`src/rtl/temp_scan_scheduler.sv`:
```
// Temperature sensor scan scheduler.
// Periodically (or on request) reads a 16-bit word from up to three SPI-style
// temperature sensors sharing one serial clock and data line. Each sensor has
// its own active-low chip select. Sensors are visited in order 1, 2, 3, and
// sensors whose enable bit is clear are skipped.
module temp_scan_scheduler #(
   parameter int unsigned SCK_HALF    = 4,
   parameter int unsigned CS_SETUP    = 4,
   parameter int unsigned SCAN_PERIOD = 800000
) (
   input  logic        fab_clk_8MHz,
   input  logic        rst,
   input  logic        en,
   input  logic        start,
   input  logic [2:0]  sensor_en,
   input  logic        temp_so,
   output logic        temp_sck,
   output logic        temp1_csn,
   output logic        temp2_csn,
   output logic        temp3_csn,
   output logic [15:0] temp1,
   output logic [15:0] temp2,
   output logic [15:0] temp3,
   output logic [2:0]  temp_valid,
   output logic        busy,
   output logic        scan_done,
   output logic [31:0] temp_count
);

   typedef enum logic [2:0] {
      IDLE  = 3'd0,
      SETUP = 3'd1,
      SHIFT = 3'd2,
      HOLD  = 3'd3,
      STORE = 3'd4,
      GAP   = 3'd5
   } state_t;

   localparam logic [7:0]  CS_LAST     = 8'(CS_SETUP - 1);
   localparam logic [7:0]  SCK_LAST    = 8'(SCK_HALF - 1);
   localparam logic [31:0] PERIOD_LAST = 32'(SCAN_PERIOD - 1);
   localparam logic [4:0]  HALF_LAST   = 5'd31;
   // Sensor index meaning "no sensor selected" (empty scan).
   localparam logic [1:0]  SEL_NONE    = 2'd3;

   state_t      state, state_n;
   logic [1:0]  sel, sel_n;
   logic [7:0]  tmr, tmr_n;
   logic [4:0]  hcnt, hcnt_n;
   logic        sck_n;
   logic [15:0] shreg, shreg_n;
   logic [31:0] period, period_n;
   logic        store_n;
   logic        done_n;
   logic        cs_active_n;
   logic [1:0]  first_sel;
   logic [1:0]  next_sel;

   // Lowest-numbered enabled sensor in the mask, or SEL_NONE.
   function automatic logic [1:0] first_set(input logic [2:0] mask);
      logic [1:0] idx;
      if (mask[0])      idx = 2'd0;
      else if (mask[1]) idx = 2'd1;
      else if (mask[2]) idx = 2'd2;
      else              idx = SEL_NONE;
      return idx;
   endfunction

   // Sensors still to be visited after the given one.
   function automatic logic [2:0] remaining_after(input logic [1:0] idx);
      logic [2:0] mask;
      case (idx)
         2'd0:    mask = 3'b110;
         2'd1:    mask = 3'b100;
         default: mask = 3'b000;
      endcase
      return mask;
   endfunction

   assign first_sel = first_set(sensor_en);
   assign next_sel  = first_set(sensor_en & remaining_after(sel));

   // Next-state, timer, serial clock and shift-register logic.
   always_comb begin
      state_n  = state;
      sel_n    = sel;
      tmr_n    = tmr;
      hcnt_n   = hcnt;
      sck_n    = temp_sck;
      shreg_n  = shreg;
      period_n = period;
      store_n  = 1'b0;
      done_n   = 1'b0;
      case (state)
         IDLE: begin
            if (start || (en && (period == PERIOD_LAST))) begin
               period_n = 32'd0;
               tmr_n    = 8'd0;
               sel_n    = first_sel;
               // An empty mask goes straight to STORE, which then ends the scan
               // without touching any sensor.
               state_n  = (first_sel == SEL_NONE) ? STORE : SETUP;
            end else if (en) begin
               period_n = period + 32'd1;
            end
         end
         SETUP: begin
            if (tmr == CS_LAST) begin
               tmr_n   = 8'd0;
               hcnt_n  = 5'd0;
               state_n = SHIFT;
            end else begin
               tmr_n = tmr + 8'd1;
            end
         end
         SHIFT: begin
            if (tmr == SCK_LAST) begin
               tmr_n = 8'd0;
               sck_n = ~temp_sck;
               // Sample on the low-to-high transition of the serial clock.
               if (!temp_sck)
                  shreg_n = {shreg[14:0], temp_so};
               if (hcnt == HALF_LAST)
                  state_n = HOLD;
               else
                  hcnt_n = hcnt + 5'd1;
            end else begin
               tmr_n = tmr + 8'd1;
            end
         end
         HOLD: begin
            if (tmr == CS_LAST) begin
               tmr_n   = 8'd0;
               store_n = 1'b1;
               state_n = STORE;
            end else begin
               tmr_n = tmr + 8'd1;
            end
         end
         STORE: begin
            tmr_n = 8'd0;
            if (next_sel == SEL_NONE) begin
               done_n  = 1'b1;
               state_n = IDLE;
            end else begin
               sel_n   = next_sel;
               state_n = GAP;
            end
         end
         GAP: begin
            if (tmr == CS_LAST) begin
               tmr_n   = 8'd0;
               state_n = SETUP;
            end else begin
               tmr_n = tmr + 8'd1;
            end
         end
         default: state_n = IDLE;
      endcase
      cs_active_n = (state_n == SETUP) || (state_n == SHIFT) || (state_n == HOLD);
   end

   // FSM state, timers, serial clock and shift register.
   always_ff @(posedge fab_clk_8MHz or posedge rst) begin
      if (rst) begin
         state    <= IDLE;
         sel      <= SEL_NONE;
         tmr      <= 8'd0;
         hcnt     <= 5'd0;
         temp_sck <= 1'b0;
         shreg    <= 16'd0;
         period   <= 32'd0;
      end else begin
         state    <= state_n;
         sel      <= sel_n;
         tmr      <= tmr_n;
         hcnt     <= hcnt_n;
         temp_sck <= sck_n;
         shreg    <= shreg_n;
         period   <= period_n;
      end
   end

   // Registered outputs decoded from the next state so they align with it.
   always_ff @(posedge fab_clk_8MHz or posedge rst) begin
      if (rst) begin
         temp1_csn  <= 1'b1;
         temp2_csn  <= 1'b1;
         temp3_csn  <= 1'b1;
         temp1      <= 16'd0;
         temp2      <= 16'd0;
         temp3      <= 16'd0;
         temp_valid <= 3'b000;
         busy       <= 1'b0;
         scan_done  <= 1'b0;
         temp_count <= 32'd0;
      end else begin
         temp1_csn  <= ~(cs_active_n && (sel_n == 2'd0));
         temp2_csn  <= ~(cs_active_n && (sel_n == 2'd1));
         temp3_csn  <= ~(cs_active_n && (sel_n == 2'd2));
         busy       <= (state_n != IDLE);
         scan_done  <= done_n;
         temp_valid <= 3'b000;
         if (done_n)
            temp_count <= temp_count + 32'd1;
         if (store_n) begin
            case (sel)
               2'd0: begin
                  temp1      <= shreg;
                  temp_valid <= 3'b001;
               end
               2'd1: begin
                  temp2      <= shreg;
                  temp_valid <= 3'b010;
               end
               2'd2: begin
                  temp3      <= shreg;
                  temp_valid <= 3'b100;
               end
               default: ;
            endcase
         end
      end
   end

endmodule
```
`config.mk`:
```
export PLATFORM = sky130hd
export DESIGN_NAME = temp_scan_scheduler
export DESIGN_NICKNAME = d
export VERILOG_FILES = /design/src/rtl/temp_scan_scheduler.sv
export SDC_FILE = /design/constraint.sdc
export NUM_CORES = 1
export LEC_CHECK = 0
export ABC_AREA = 1
export BUFFER_PORTS_ARGS = -buffer_cell sky130_fd_sc_hd__buf_2
export CORE_UTILIZATION = 58
export CTS_CLUSTER_SIZE = 28
export DETAILED_ROUTE_END_ITERATION = 10
export PLACE_DENSITY_LB_ADDON = 0.25
export RECOVER_POWER = 100
export SYNTH_ARGS = -nofsm -noshare
export SYNTH_HDL_FRONTEND = slang
export SYNTH_SLANG_ARGS = --single-unit
```
`constraint.sdc`:
```
create_clock -name fab_clk_8MHz -period 6.4 [get_ports fab_clk_8MHz]
set_input_delay 1.28 -clock fab_clk_8MHz [delete_from_list [all_inputs] [get_ports fab_clk_8MHz]]
set_output_delay 1.28 -clock fab_clk_8MHz [all_outputs]
set_load 0.005 [all_outputs]
```
-- Word level (Yosys, flattened, before mapping)
Index checks and enable logic that the tools add are counted.
- add/sub/neg operators: 4
- $mul: 0
- div/mod/pow operators: 0
- order comparisons: 0
- eq/ne operators: 21
- shifts and indexed selects: 0
- muxes and demuxes: 34
- bitwise gates (word level): 5
- reductions and logical operators: 23
- operators with widths (cell ; count):
    32-bit by 1-bit adder with 32-bit output (second input constant) ; 2
    32-bit two-way mux ; 2
    32-bit by 20-bit equality test with 1-bit output (second input constant) ; 1
    3-bit two-way mux ; 9
    8-bit case mux with 3 select lines ; 1
    3-bit case mux with 6 select lines ; 1
    8-bit two-way mux ; 2
    5-bit two-way mux ; 3
    3-bit by 2-bit equality test with 1-bit output (second input constant) ; 4
    2-bit two-way mux ; 6
    2-bit AND reduction ; 6
    5-bit case mux with 2 select lines ; 1
    3-bit case mux with 3 select lines ; 1
    8-bit by 1-bit adder with 8-bit output (second input constant) ; 1
    2-bit equality test (second input constant) ; 4
    8-bit by 2-bit equality test with 1-bit output (second input constant) ; 1
    2-bit != test (second input constant) ; 4
    3-bit by 1-bit equality test with 1-bit output (second input constant) ; 2
    3-bit equality test (second input constant) ; 2
    1-bit two-way mux ; 6
    3-bit case mux with 2 select lines ; 1
    3-bit nonzero test ; 2
    5-bit by 1-bit adder with 5-bit output (second input constant) ; 1
    5-bit equality test (second input constant) ; 1
    12 further kinds ; 23
- register bits: 155
- latch bits: 0
- bits in writable memories: 0
- ROM bits: 0
- input port bits: 8
- output and inout port bits: 89
- logic and storage cells: 104
- memories: 0

-- Depth between registers and ports, before layout
- depth after elaboration: 14
- gate-level depth with buffers: 13
- gate-level depth less buffers: 13

-- Worst setup path after synthesis
Ideal clock, no wire load.
- path type: input port to flip-flop
- start: in sensor_en[1]
- end: reg temp_count[31]
- data arrival time: 2.181 ns
- data required time: 6.283 ns
- slack: 4.102 ns
- cell stages on the path: 12
- path through: inv_1 -> nor2_1 -> nor2_4 -> nand2_4 -> nor2_8 -> nand2_8 -> nor2_8 -> nand2_4 -> nor2_4 -> nand2_1 -> nand2_1 -> nand2_1
- word-level cells in the longest chain between the ends: 6
- RTL lines (element ; RTL line ; RTL):
    start, declared ; 15 ; input logic [2:0] sensor_en,
    3-bit bitwise AND ; 81 ; assign next_sel = first_set(sensor_en & remaining_after(sel));
    2-bit two-way mux ; 63 ; else if (mask[1]) idx = 2'd1;
    2-bit two-way mux ; 62 ; if (mask[0]) idx = 2'd0;
    2-bit equality test ; 142 ; if (next_sel == SEL_NONE) begin
    1-bit two-way mux ; 142 ;
    1-bit two-way mux ; 94 ; case (state)
    end signal, assigned ; 205 ; temp_count <= temp_count + 32'd1;
    end, declared ; 27 ; output logic [31:0] temp_count
Every way passes these cells.
A chain may end at the register's enable or synchronous reset.

==> summary.md <==
| Metric | Value |
|---|---|
| Outcome | `finished, violations left` |
| Violated checks | `max-capacitance violations, max-slew violations` |
| All-Layer GR Usage | `0.276` |
| Final wirelength | `16.9 mm` |
| Post-synthesis sequential area ratio | `0.523` |
| Power per Cell Area | `235 mW/mm²` |
| Crit Path Max Fanout | `109` |
| Hold WC Path Type | `reg2reg` |
| Flip-flop and latch count after synthesis | `155` |
| Crit Path Category | `in2async` |
| WL/cell | `14.4 µm` |
| Initial antenna violation count | `0` |
| Clock transition at path regs | `0.07 ns` |
| Fin. Hold Viols | `0` |
| Largest area contributor in the netlist | `dfrtp_1` |
| Pre-Repair DR Iteration Count | `5` |
| Final design area excluding fillers | `0.00838 mm²` |
| Cell Area, Synth | `0.00743 mm²` |
| Max rail drop VDD | `0.183 mV` |
| Setup violations, final | `0` |
| Vias | `6272` |
| Largest net degree at the start of global routing | `110` |
| Chip height | `115 µm` |
| Setup TNS | `0 ns` |
| Crit path cell chain | `clkbuf_1, inv_6, clkbuf_1` |
| Number of global-route vias before repair | `5970` |
| Clock Skews | `0.00881 ns` |
| Max layer used | `met4` |
| Peak Freq | `249 MHz` |
| GR Overflow Total | `0` |
| Placed insts | `1140` |
| First-pass GRT wire length | `28.2 mm` |
| Fillers | `1050` |
| Worst setup SP type | `input port` |
| M1 wire length | `7.60 mm` |
| DRC viols | `0` |
| CTS Buffer Depth | `2` |
| Cts hold-fix bufs | `0` |
| First DRT Iteration DRCs | `575` |
| # diodes | `0` |
| Core Area | `0.0123 mm²` |
| Syn nets | `902` |
| Post-route insts no fill | `1172` |
| Clock Tree Root | `clkbuf_16` |
| I/O Buffers | `96` |
| RePlAce Congestion | `0.875` |
| Num CTS Buffers | `17` |
| Slowest Stage Delay on Critical Path | `1.87 ns` |
| Worst-Margin Slew | `2.53 ns` |
| Leak pwr | `4.11 nW` |
| Die W | `115 µm` |
| Req. time, crit path | `6.41 ns` |
| Syn-to-layout area delta | `12.8%` |
| H-tree depth | `4` |
| Clk_lat worst skew | `0.44 ns` |
| Die Area | `0.0133 mm²` |
| Vias/cell | `5.35` |
| RSZ-0062 raised after global routing | `no` |
| Post-DP HPWL | `11.5 mm` |
| Post-DP Area | `0.00809 mm²` |
| Slew margin rel. | `-0.686` |
| Crit path max-delay cell type | `clkbuf_1` |
| Final period utilization | `0.627` |
| Tmin final | `4.01 ns` |
| Final core utilization | `0.684` |
| Most frequent cell on the critical path | `clkbuf_1` |
| Syn_area_per_cell | `8.36 µm²` |
| Post-CTS setup buffer count | `0` |
| Post-synth top area share | `0.505` |
| Post-CTS sizing | `0` |
| Top cells by area, synth | `dfrtp_1 (51%), nand2_1 (11%), o21ai_0 (6.7%)` |
| Initial core utilization | `0.606` |
| Max-cap viol count | `1` |
| # IOs | `97` |
| Routed wl met3 | `831 µm` |
| Post-synth cell types | `40` |
| Synth warn | `0` |
| Rows | `40` |
| Endpoint type of the worst setup path | `asynchronous set/reset pin` |
| Cells after synthesis | `889` |
| CTS tree | `done` |
| Final Max Tran Viols | `48` |
| Worst Path Arrival | `4.02 ns` |
| CTS Sinks | `155` |
| Final nets | `1004` |
| Layout cells sized above 1 | `0.0817` |
| Metal2 WL | `8.10 mm` |
| Post-route ant nets | `0` |
path summary, 6_finish.rpt:
kind | slack (ns) | depth (start not counted) | to | startpoint
setup / recovery | 2.39 | 3 | period[27] | rst
hold / removal | 0.49 | 2 | temp2[5] | temp2[5]
setup reg to reg | 3.59 | 8 | period[25] | state[0]
hold reg to reg | 0.49 | 2 | temp2[5] | temp2[5]
max in group fab_clk_8MHz | 3.24 | 8 | period[25] | en
min in group asynchronous | 1.07 | 2 | temp2[8] | rst
cell families after synthesis:
logic type                 Yosys count  synth area share
and+or+nand+nor                    441             0.278
DFF                                155             0.523
AOI/OAI and AO/OA                  134            0.0919
buffers and inverters              124            0.0631
xor gates and xnor gates            29            0.0342
adders and majority gates            5           0.00842
muxes                                1           0.00152
cells in the mapped netlist, drive strengths merged:
master	instances
ha	5
nand3b	3
or3	1
xnor2	12
clkbuf	13
buf	3
nor4	5
dfrtp	150
o21a	1
dfstp	5
o21ai	104
nand3	57
nor2	105
nor3	24
o31ai	1
mux2	1
o21bai	1
a21oi	23
nand2	221
nor3b	1
xor2	17
nand4	21
o22ai	4
or2	3
inv	108
layout by cell type, fill, tap and decap left out, drive strengths merged, types with 8 or more instances in the layout:
cell    synthesis  final
a21oi          23     23
buf             3     34
clkbuf         13     84
clkinv          0      8
dfrtp         150    150
inv           108    112
nand2         221    221
nand3          57     57
nand4          21     21
nor2          105    105
nor3           24     24
o21ai         104    104
xnor2          12     12
xor2           17     17
power by group:
group / internal, mW / leakage, nW / switching (mW) / total, mW
combinational: 0.00812 / 1.82 / 0.0334 / 0.0415
clock: 0.507 / 0.268 / 0.432 / 0.938
sequential: 0.986 / 2.02 / 0.00823 / 0.995
per-layer routing:
| layer | up-vias | global-route usage |
|---|---|---|
| met3 | 35 | 0.0664 |
| met4 | 0 | 0.109 |
| met1 | 2999 | 0.358 |
| li1 | 3074 | - |
| met2 | 164 | 0.448 |
| met5 | - | 0 |
registers in the layout, summed over array words and instances (netlist names), 3 cells and up:
name and cells:
temp_count 32, temp1 16, tmr 8, hcnt 5, period 32, state 3, temp3 16, temp_valid 3
shreg 16, temp2 16
metrics by stage:
step                hold WS, ns  worst slack, ns  total power, mW
finish                    0.486             2.39             1.97
global route              0.503             1.82             2.03
CTS                       0.484             3.85             1.99
detailed placement        0.469             3.44             1.06
global placement          0.461             3.50             1.06
floorplan                 0.444            0.950             1.04
area by class of cell:
class | instances | area [µm²] | share of cell area
clock buffer | 19 | 433 | 0.0516
tap | 168 | 210 | 0.0251
inverter | 108 | 410 | 0.0489
clock inverter | 13 | 113 | 0.0134
timing repair buffer | 99 | 414 | 0.0494
multi-input combinational | 610 | 2920 | 0.348
sequential | 155 | 3880 | 0.463
worst max-delay path, delay by kind of cell:
kind | cells | cell delay [ns]
buf+inv | 3 | 2.66
No activity file was read; power rests on OpenSTA's default activity.
